[src/rtl/spi_wb_host.sv]
// -----------------------------------------------------------------------------
// spi_wb_host
//
// SPI master (mode 3, MSB first) that issues framed bus transactions to the
// SPI-to-Wishbone slave bridge. One frame is:
//    cmd (0xA1 read / 0xA2 write), addr[31:0] MSB first, len[15:0] MSB first,
//    then a data phase of len + DUMMY_BYTES bytes.
// Chip select drops for every byte and rises again between bytes.
//
// Parameters
//    CLK_DIV     : SCLK half-period in i_clk cycles (>= 2)
//    GAP_CYCLES  : minimum i_clk cycles CS stays high between bytes (>= 1)
//    DUMMY_BYTES : extra 0x00 bytes in the data phase (0..7)
//
// Ports
//    i_clk, i_reset          : clock, synchronous active-high reset
//    i_start                 : start a frame when idle
//    i_write, i_addr, i_len  : frame type, bus address, payload length
//                              (sampled with i_start only)
//    i_wdata, i_wvalid       : write payload byte and its valid
//    o_wready                : i_wdata consumed this cycle
//    o_rdata, o_rvalid       : read payload byte and one-cycle valid
//    o_busy                  : frame in progress
//    o_done                  : one-cycle pulse at end of frame
//    o_spi_clk, o_spi_mosi,
//    o_spi_cs, i_spi_miso    : SPI pins (SCLK idles high, CS active-low)
// -----------------------------------------------------------------------------
module spi_wb_host #(
   parameter int CLK_DIV     = 4,
   parameter int GAP_CYCLES  = 4,
   parameter int DUMMY_BYTES = 2
) (
   input  logic        i_clk,
   input  logic        i_reset,
   input  logic        i_start,
   input  logic        i_write,
   input  logic [31:0] i_addr,
   input  logic [15:0] i_len,
   input  logic [7:0]  i_wdata,
   input  logic        i_wvalid,
   output logic        o_wready,
   output logic [7:0]  o_rdata,
   output logic        o_rvalid,
   output logic        o_busy,
   output logic        o_done,
   output logic        o_spi_clk,
   output logic        o_spi_mosi,
   output logic        o_spi_cs,
   input  logic        i_spi_miso
);

   typedef enum logic [2:0] {
      S_IDLE,
      S_LOAD,
      S_SHIFT,
      S_GAP,
      S_DONE
   } state_t;

   localparam logic [2:0] HDR_BYTES = 3'd7;

   state_t      state_reg, state_next;
   logic        write_reg, write_next;
   logic [31:0] addr_reg, addr_next;
   logic [15:0] len_reg, len_next;
   logic [2:0]  hdr_reg, hdr_next;     // header bytes already loaded
   logic [16:0] data_reg, data_next;   // data-phase bytes already loaded
   logic [15:0] div_reg, div_next;     // position inside an SCLK half-period
   logic [4:0]  half_reg, half_next;   // SCLK half-period index, 0..16
   logic [15:0] gap_reg, gap_next;
   logic [7:0]  tx_reg, tx_next;       // remaining bits after the one on MOSI
   logic [7:0]  rx_reg, rx_next;
   logic        payrd_reg, payrd_next; // current byte carries read payload
   logic        cs_reg, cs_next;
   logic        sclk_reg, sclk_next;
   logic        mosi_reg, mosi_next;
   logic        rvalid_reg, rvalid_next;
   logic [7:0]  rdata_reg, rdata_next;

   logic        wready;
   logic        load;
   logic        rd_pay;
   logic [7:0]  byte_sel;
   logic [16:0] data_total;

   // 17 bits so len = 0xFFFF plus dummies never wraps
   assign data_total = {1'b0, len_reg} + 17'(DUMMY_BYTES);

   always_comb begin
      state_next  = state_reg;
      write_next  = write_reg;
      addr_next   = addr_reg;
      len_next    = len_reg;
      hdr_next    = hdr_reg;
      data_next   = data_reg;
      div_next    = div_reg;
      half_next   = half_reg;
      gap_next    = gap_reg;
      tx_next     = tx_reg;
      rx_next     = rx_reg;
      payrd_next  = payrd_reg;
      cs_next     = cs_reg;
      sclk_next   = sclk_reg;
      mosi_next   = mosi_reg;
      rvalid_next = 1'b0;
      rdata_next  = rdata_reg;
      wready      = 1'b0;
      load        = 1'b0;
      rd_pay      = 1'b0;
      byte_sel    = 8'h00;

      case (state_reg)
         S_IDLE: begin
            if (i_start) begin
               write_next = i_write;
               addr_next  = i_addr;
               len_next   = i_len;
               hdr_next   = 3'd0;
               data_next  = 17'd0;
               state_next = S_LOAD;
            end
         end

         S_LOAD: begin
            if (hdr_reg != HDR_BYTES) begin
               case (hdr_reg)
                  3'd0:    byte_sel = write_reg ? 8'hA2 : 8'hA1;
                  3'd1:    byte_sel = addr_reg[31:24];
                  3'd2:    byte_sel = addr_reg[23:16];
                  3'd3:    byte_sel = addr_reg[15:8];
                  3'd4:    byte_sel = addr_reg[7:0];
                  3'd5:    byte_sel = len_reg[15:8];
                  3'd6:    byte_sel = len_reg[7:0];
                  default: byte_sel = 8'h00;
               endcase
               hdr_next = hdr_reg + 3'd1;
               load     = 1'b1;
            end else if (write_reg && (data_reg < {1'b0, len_reg})) begin
               // Write payload: wait here (CS/SCLK high) until data is offered
               if (i_wvalid) begin
                  wready    = 1'b1;
                  byte_sel  = i_wdata;
                  data_next = data_reg + 17'd1;
                  load      = 1'b1;
               end
            end else begin
               // Dummy bytes and read slots both send 0x00
               rd_pay    = !write_reg && (data_reg >= 17'(DUMMY_BYTES));
               data_next = data_reg + 17'd1;
               load      = 1'b1;
            end

            if (load) begin
               tx_next    = {byte_sel[6:0], 1'b0};
               mosi_next  = byte_sel[7];
               payrd_next = rd_pay;
               cs_next    = 1'b0;
               sclk_next  = 1'b1;
               div_next   = 16'd0;
               half_next  = 5'd0;
               state_next = S_SHIFT;
            end
         end

         S_SHIFT: begin
            if (div_reg == 16'(CLK_DIV - 1)) begin
               div_next  = 16'd0;
               half_next = half_reg + 5'd1;
               if (half_reg == 5'd16) begin
                  cs_next    = 1'b1;
                  sclk_next  = 1'b1;
                  mosi_next  = 1'b0;
                  gap_next   = 16'd0;
                  state_next = S_GAP;
               end else if (!half_reg[0]) begin
                  // Falling edge; bit 0 is already on MOSI since CS fell
                  sclk_next = 1'b0;
                  if (half_reg != 5'd0) begin
                     mosi_next = tx_reg[7];
                     tx_next   = {tx_reg[6:0], 1'b0};
                  end
               end else begin
                  sclk_next = 1'b1;
                  rx_next   = {rx_reg[6:0], i_spi_miso};
               end
            end else begin
               div_next = div_reg + 16'd1;
            end

            // First cycle after the 8th rising edge: byte fully captured
            if ((half_reg == 5'd16) && (div_reg == 16'd0)) begin
               rvalid_next = payrd_reg;
               if (payrd_reg) begin
                  rdata_next = rx_reg;
               end
            end
         end

         S_GAP: begin
            // LOAD adds one more CS-high cycle, so GAP lasts GAP_CYCLES-1
            if (int'(gap_reg) >= GAP_CYCLES - 2) begin
               if ((hdr_reg == HDR_BYTES) && (data_reg == data_total)) begin
                  state_next = S_DONE;
               end else begin
                  state_next = S_LOAD;
               end
            end else begin
               gap_next = gap_reg + 16'd1;
            end
         end

         S_DONE: begin
            state_next = S_IDLE;
         end

         default: begin
            state_next = S_IDLE;
         end
      endcase
   end

   always_ff @(posedge i_clk) begin
      if (i_reset) begin
         state_reg  <= S_IDLE;
         write_reg  <= 1'b0;
         addr_reg   <= 32'd0;
         len_reg    <= 16'd0;
         hdr_reg    <= 3'd0;
         data_reg   <= 17'd0;
         div_reg    <= 16'd0;
         half_reg   <= 5'd0;
         gap_reg    <= 16'd0;
         tx_reg     <= 8'd0;
         rx_reg     <= 8'd0;
         payrd_reg  <= 1'b0;
         cs_reg     <= 1'b1;
         sclk_reg   <= 1'b1;
         mosi_reg   <= 1'b0;
         rvalid_reg <= 1'b0;
         rdata_reg  <= 8'd0;
      end else begin
         state_reg  <= state_next;
         write_reg  <= write_next;
         addr_reg   <= addr_next;
         len_reg    <= len_next;
         hdr_reg    <= hdr_next;
         data_reg   <= data_next;
         div_reg    <= div_next;
         half_reg   <= half_next;
         gap_reg    <= gap_next;
         tx_reg     <= tx_next;
         rx_reg     <= rx_next;
         payrd_reg  <= payrd_next;
         cs_reg     <= cs_next;
         sclk_reg   <= sclk_next;
         mosi_reg   <= mosi_next;
         rvalid_reg <= rvalid_next;
         rdata_reg  <= rdata_next;
      end
   end

   assign o_wready   = wready;
   assign o_rdata    = rdata_reg;
   assign o_rvalid   = rvalid_reg;
   assign o_busy     = (state_reg == S_LOAD) || (state_reg == S_SHIFT) ||
                       (state_reg == S_GAP);
   assign o_done     = (state_reg == S_DONE);
   assign o_spi_clk  = sclk_reg;
   assign o_spi_mosi = mosi_reg;
   assign o_spi_cs   = cs_reg;

endmodule

[config.mk]
export PLATFORM = sky130hd
export DESIGN_NAME = spi_wb_host
export DESIGN_NICKNAME = d
export VERILOG_FILES = /design/src/rtl/spi_wb_host.sv
export SDC_FILE = /design/constraint.sdc
export NUM_CORES = 1
export LEC_CHECK = 0
export BUFFER_PORTS_ARGS = -buffer_cell sky130_fd_sc_hd__buf_4
export CORE_ASPECT_RATIO = 0.75
export CORE_UTILIZATION = 37
export DETAILED_ROUTE_END_ITERATION = 16
export GPL_TIMING_DRIVEN = 0
export PLACE_DENSITY_LB_ADDON = 0.25
export SYNTH_ARGS = -nofsm -noshare
export SYNTH_HDL_FRONTEND = slang
export SYNTH_SLANG_ARGS = --single-unit
[constraint.sdc]
create_clock -name i_clk -period 6.3 [get_ports i_clk]
set_input_delay 0.63 -clock i_clk [delete_from_list [all_inputs] [get_ports i_clk]]
set_output_delay 0.63 -clock i_clk [all_outputs]
set_load 0.01 [all_outputs]
-- Word-level counts from Yosys, hierarchy flattened
Cells that the tools add are included.
- memories: 0
- logic and storage cells: 146
- latch bits: 0
- memory bits (read-only): 0
- register bits after elaboration: 138
- bits of input ports: 62
- output and inout port bits: 15
- memory bits (writable): 0
- bitwise gates (word level): 3
- shifts and indexed selects: 0
- eq/ne operators: 29
- muxes and demuxes: 60
- $mul: 0
- div/mod/pow operators: 0
- magnitude comparators: 3
- add/subtract/negate cells: 6
- reduce and logical (&&, ||, !) cells: 28
- operator list (cell ; count):
    16-bit two-way mux ; 5
    17-bit two-way mux ; 4
    8-bit two-way mux ; 8
    16-bit case mux with 2 select lines ; 2
    8-bit case mux with 7 select lines ; 1
    17-bit case mux with 2 select lines ; 1
    16-bit by 1-bit adder with 16-bit output, second input constant ; 2
    3-bit two-way mux ; 8
    2-bit != test, second input constant ; 11
    1-bit two-way mux ; 21
    16-bit by 2-bit adder with 17-bit output, second input constant ; 1
    17-bit by 1-bit adder with 17-bit output, second input constant ; 1
    17-bit == test ; 1
    17-bit by 2-bit >= comparator with 1-bit output, second input constant ; 1
    17-bit by 16-bit less-than comparator with 1-bit output ; 1
    16-bit by 2-bit == test with 1-bit output, second input constant ; 1
    16-bit by 2-bit >= comparator with 1-bit output, second input constant ; 1
    16-bit logical NOT ; 1
    8-bit case mux with 2 select lines ; 1
    4-bit AND reduction ; 4
    3-bit == test, second input constant ; 5
    3-bit by 2-bit == test with 1-bit output, second input constant ; 4
    3-bit != test, second input constant ; 4
    3-bit case mux with 4 select lines ; 1
    other kinds (21) ; 39

-- Longest topological paths before layout
- depth in word-level cells: 7
- gate-level depth with buffers: 12
- depth with buffers taken out: 10

-- Least setup slack after synthesis
OpenSTA, ideal clock, no wires.
- path type: reg-to-output
- from: register len_reg[14]
- to: output port o_wready
- arrival: 2.220 ns
- required time: 5.670 ns
- stages on the path, launching flop included: 9
- path slack: 3.450 ns
- buffers on the path: 0
- cells stage by stage: dfxtp_1 clkinv_1 ha_1 a21o_1 a2111o_1 nor2_1 o21ai_0 nor3b_2 and2_1
- longest elaborated chain between the ends: 5
- ends and longest elaborated chain (what ; line ; text):
    from (decl) ; 65 ; logic [15:0] len_reg, len_next;
    from (signal assigned) ; 245 ; len_reg <= len_next;
    17-bit by 16-bit less-than comparator with 1-bit output ; 138 ; end else if (write_reg && (data_reg < {1'b0, len_reg})) begin
    1-bit logical AND ; 138 ;
    1-bit two-way mux ; 138 ;
    1-bit two-way mux ; 125 ; if (hdr_reg != HDR_BYTES) begin
    1-bit two-way mux ; 112 ; case (state_reg)
    to (decl) ; 41 ; output logic o_wready,
No other way between the ends.

-- Worst setup path after layout
Ends and elaborated chain as after synthesis.

==> results.sh <==
export IMPL_holdPathStages=3
export IMPL_power_density_nw_per_um2=323
export IMPL_globalRoute_busiestLayer="met1"
export IMPL_dp_slack_ns=2.76
export IMPL_end_kind="output port"
export IMPL_hp_start="i_addr[22]"
export IMPL_ios=77
export IMPL_netlist_instances=901
export IMPL_yosysTopAreaCellShare_pct=38.3
export IMPL_cts_root_buf="clkbuf_16"
export IMPL_synth_compound_area_share_pct=19.8
export IMPL_synth_cell_types=69
export IMPL_syn_nets=994
export IMPL_portBuffers=75
export IMPL_critical_path_required_ns=5.67
export IMPL_grt_max_degree=17
export IMPL_max_freq_ghz=0.248
export IMPL_setup_violations=0
export IMPL_yosysTopAreaCell="dfxtp_1"
export IMPL_nets=1089
export IMPL_fin_skew_ns=0.0120
export IMPL_gr_usage_met2_pct=29.7
export IMPL_cts_sinks=137
export IMPL_synth_edf_count=0
export IMPL_grt_use_met1_pct=33.3
export IMPL_yosysWarnings=0
export IMPL_postSynthAreaPerCell_um2=7.95
export IMPL_core_um2=18700
export IMPL_via_per_inst=5.52
export IMPL_grt_pass1_wl_mm=33.4
export IMPL_cts_inserted_buffers=17
export IMPL_area_delta_synth_final_pct=21.2
export IMPL_p_leak_nw=3.42
export IMPL_path_clk_slew_ns=0.07
export IMPL_htreeDepth=4
export IMPL_path_class="reg -> out"
export IMPL_drtIter0Drc=717
export IMPL_worstRegToRegCells=10
export IMPL_place_detailed_hpwl_mm=15.4
export IMPL_fin_crit_sh_pct=63.9
export IMPL_synthAdderAreaFrac_pct=5.41
export IMPL_synth_top_family_by_area="simple AND/OR/NAND/NOR gates"
export IMPL_crit_start="len_reg[14]"
export IMPL_die_area_um2=19900
export IMPL_postCtsHoldBufs=0
export IMPL_report_final_slew_viol_count=0
export IMPL_cts_tree="done"
export IMPL_postCtsSetupBuffers=0
export IMPL_n_fill_cell=1874
export IMPL_cts_repair_resized=0
export IMPL_drv_cap=0
export IMPL_synthSimpleGateAreaFrac_pct=25.6
export IMPL_syn_area_um2=7170
export IMPL_diodes=0
export IMPL_ys_ff_latch=137
export IMPL_synth_area_leaders="dfxtp_1 (38%), nand2_1 (7.6%), a21oi_1 (6.8%)"
export IMPL_grt_ovfl_total=0
export IMPL_multi_input_area_um2=4090
export IMPL_grt_pass1_vias=6205
export IMPL_layout_area_seq_um2=2740
export IMPL_wl_per_cell_um=16.6
export IMPL_die_y_um=123
export IMPL_hold_violations=0
export IMPL_final_cell_mix="nand2_1 (146), dfxtp_1 (137), a21oi_1 (97)"
export IMPL_startpoint_type="register"
export IMPL_drc=0
export IMPL_die_w_um=163
export IMPL_worstMarginPinSlew_ns=0.888
export IMPL_track_usage_pct=21.7
export IMPL_muxShareOfSynthArea_pct=3.14
export IMPL_r2r_end="o_spi_mosi"
export IMPL_drtAntennaViolNets=0
export IMPL_vdd_drop_max_uv=162
export IMPL_finalCriticalPeriod_ns=4.03
export IMPL_final_common_cell="nand2_1"
export IMPL_cts_buffer_depth=2
export IMPL_num_vias=6927
export IMPL_clk_latency_ns=0.43
export IMPL_fin_setup_tns_ns=0
export IMPL_reg2reg_slack_ns=3.09
export IMPL_outcome="finished, final reports clean"
export IMPL_crit_fanout=9
export IMPL_rsz0062_at_grt="no"
export IMPL_ys_flop_type="dfxtp_1"
export IMPL_drive_above_1_share_pct=13.9
export IMPL_synth_xor_area_share_pct=3.06
export IMPL_ys_async_sr_fraction_pct=0
export IMPL_ys_seq_area_share_pct=38.3
export IMPL_cp_data_arrival_time_ns=3.40
export IMPL_routed_wl_mm=20.9
export IMPL_worst_slack_ns=2.27
export IMPL_rr_startpoint="len_reg[14]"
export IMPL_slew_headroom_pct=40.6
export IMPL_start_util_pct=38.3
export IMPL_rows=43
export IMPL_antenna_found_initial=0
export IMPL_grtUsageMet3_pct=4.49
export IMPL_hold_path_end="addr_reg[22]"
export IMPL_largest_register_ffs=32
export IMPL_dr_pass1_iters=6
export IMPL_place_congestion=0.885
export IMPL_min_path_type="in -> reg"
==> cell usage after synthesis, types with 3 or more instances <==
cell type  count
nand2_1      146
dfxtp_1      137
a21oi_1       97
nor2_1        90
clkbuf_1      44
nand3_1       35
ha_1          31
inv_1         30
xnor2_1       20
mux2i_1       18
nor3_1        18
nor4_1        18
o21ai_0       18
nand4_1       15
a31oi_1       14
a221oi_1      11
and3_1        11
a211oi_1       8
a21o_1         8
buf_2          8
or4_1          8
a22o_1         7
or3_1          7
a311oi_1       6
and2_1         6
and4_1         6
a222oi_1       5
nand2b_1       5
xor2_1         5
mux2_2         4
o21bai_1       4
o31ai_1        4
a211o_1        3
a31o_2         3
nand3b_1       3
nor2b_1        3
==> cell type report <==
type,count,share of cell area [%]
Tap cell,247,3.56
Clock inverter,15,2.38
Multi-Input combinational cell,678,47.1
Buffer,55,2.55
Clock buffer,17,4.90
Timing Repair Buffer,76,6.57
Sequential cell,137,31.6
Inverter,31,1.34
==> how the worst max path moves through the flow <==
stage	to	slack, ns	cells past startpoint
after CTS	o_wready	2.27	9
after floorplan	o_wready	3.45	8
after global routing	o_wready	2.10	9
after global placement	o_wready	2.77	9
final	o_wready	2.27	9
after detailed placement	o_wready	2.76	9
==> cells by family after synthesis <==
kind of cell / count (synthesis)
AO/OA/AOI/OAI: 216
XOR/XNOR: 25
adder cells (fa/ha/maj): 31
buffers and inverters: 86
flip-flops: 137
multiplexers: 22
AND/OR/NAND/NOR: 384
==> through the flow <==
| step | utilization [%] | std cells | hold slack [ns] | power, W | instance area (µm²) |
|---|---|---|---|---|---|
| final | 46.4 | 1256 | 0.443 | 0.00281 | 8680 |
| after global placement | 42.9 | 1223 | 0.439 | 0.00173 | 8040 |
| after detailed placement | 43.0 | 1224 | 0.449 | 0.00174 | 8050 |
| after global routing | 46.4 | 1256 | 0.436 | 0.00295 | 8680 |
| after CTS | 46.4 | 1256 | 0.432 | 0.00281 | 8680 |
| after floorplan | - | 901 | 0.425 | 0.00150 | 7170 |
==> worst max-delay path, cell delays in order, from the launching register on <==
cell	delay, ns
dfxtp_1	0.37
clkinv_1	0.24
ha_1	0.42
a21o_1	0.20
a2111o_1	0.43
nor2_1	0.10
o21ai_0	0.10
nor3b_2	0.73
and2_1	0.25
buf_4	0.13
==> power by group <==
group / switching (W) / total (W) / leakage (nW) / internal, W
clock network: 0.000433 / 0.00107 / 0.312 / 0.000641
registers: 0.0000729 / 0.00101 / 1.11 / 0.000941
logic: 0.000467 / 0.000719 / 2.00 / 0.000252
==> per-layer routing <==
| metal | wire length (µm) | up-vias | share of wire [%] |
|---|---|---|---|
| li1 | - | 3430 | - |
| met1 | 10800 | 3196 | 52 |
| met2 | 8140 | 277 | 39 |
| met3 | 1630 | 24 | 7.8 |
| met4 | 283 | 0 | 1.4 |
| met5 | 0 | - | 0 |
Power figures use the tool's default switching activity.
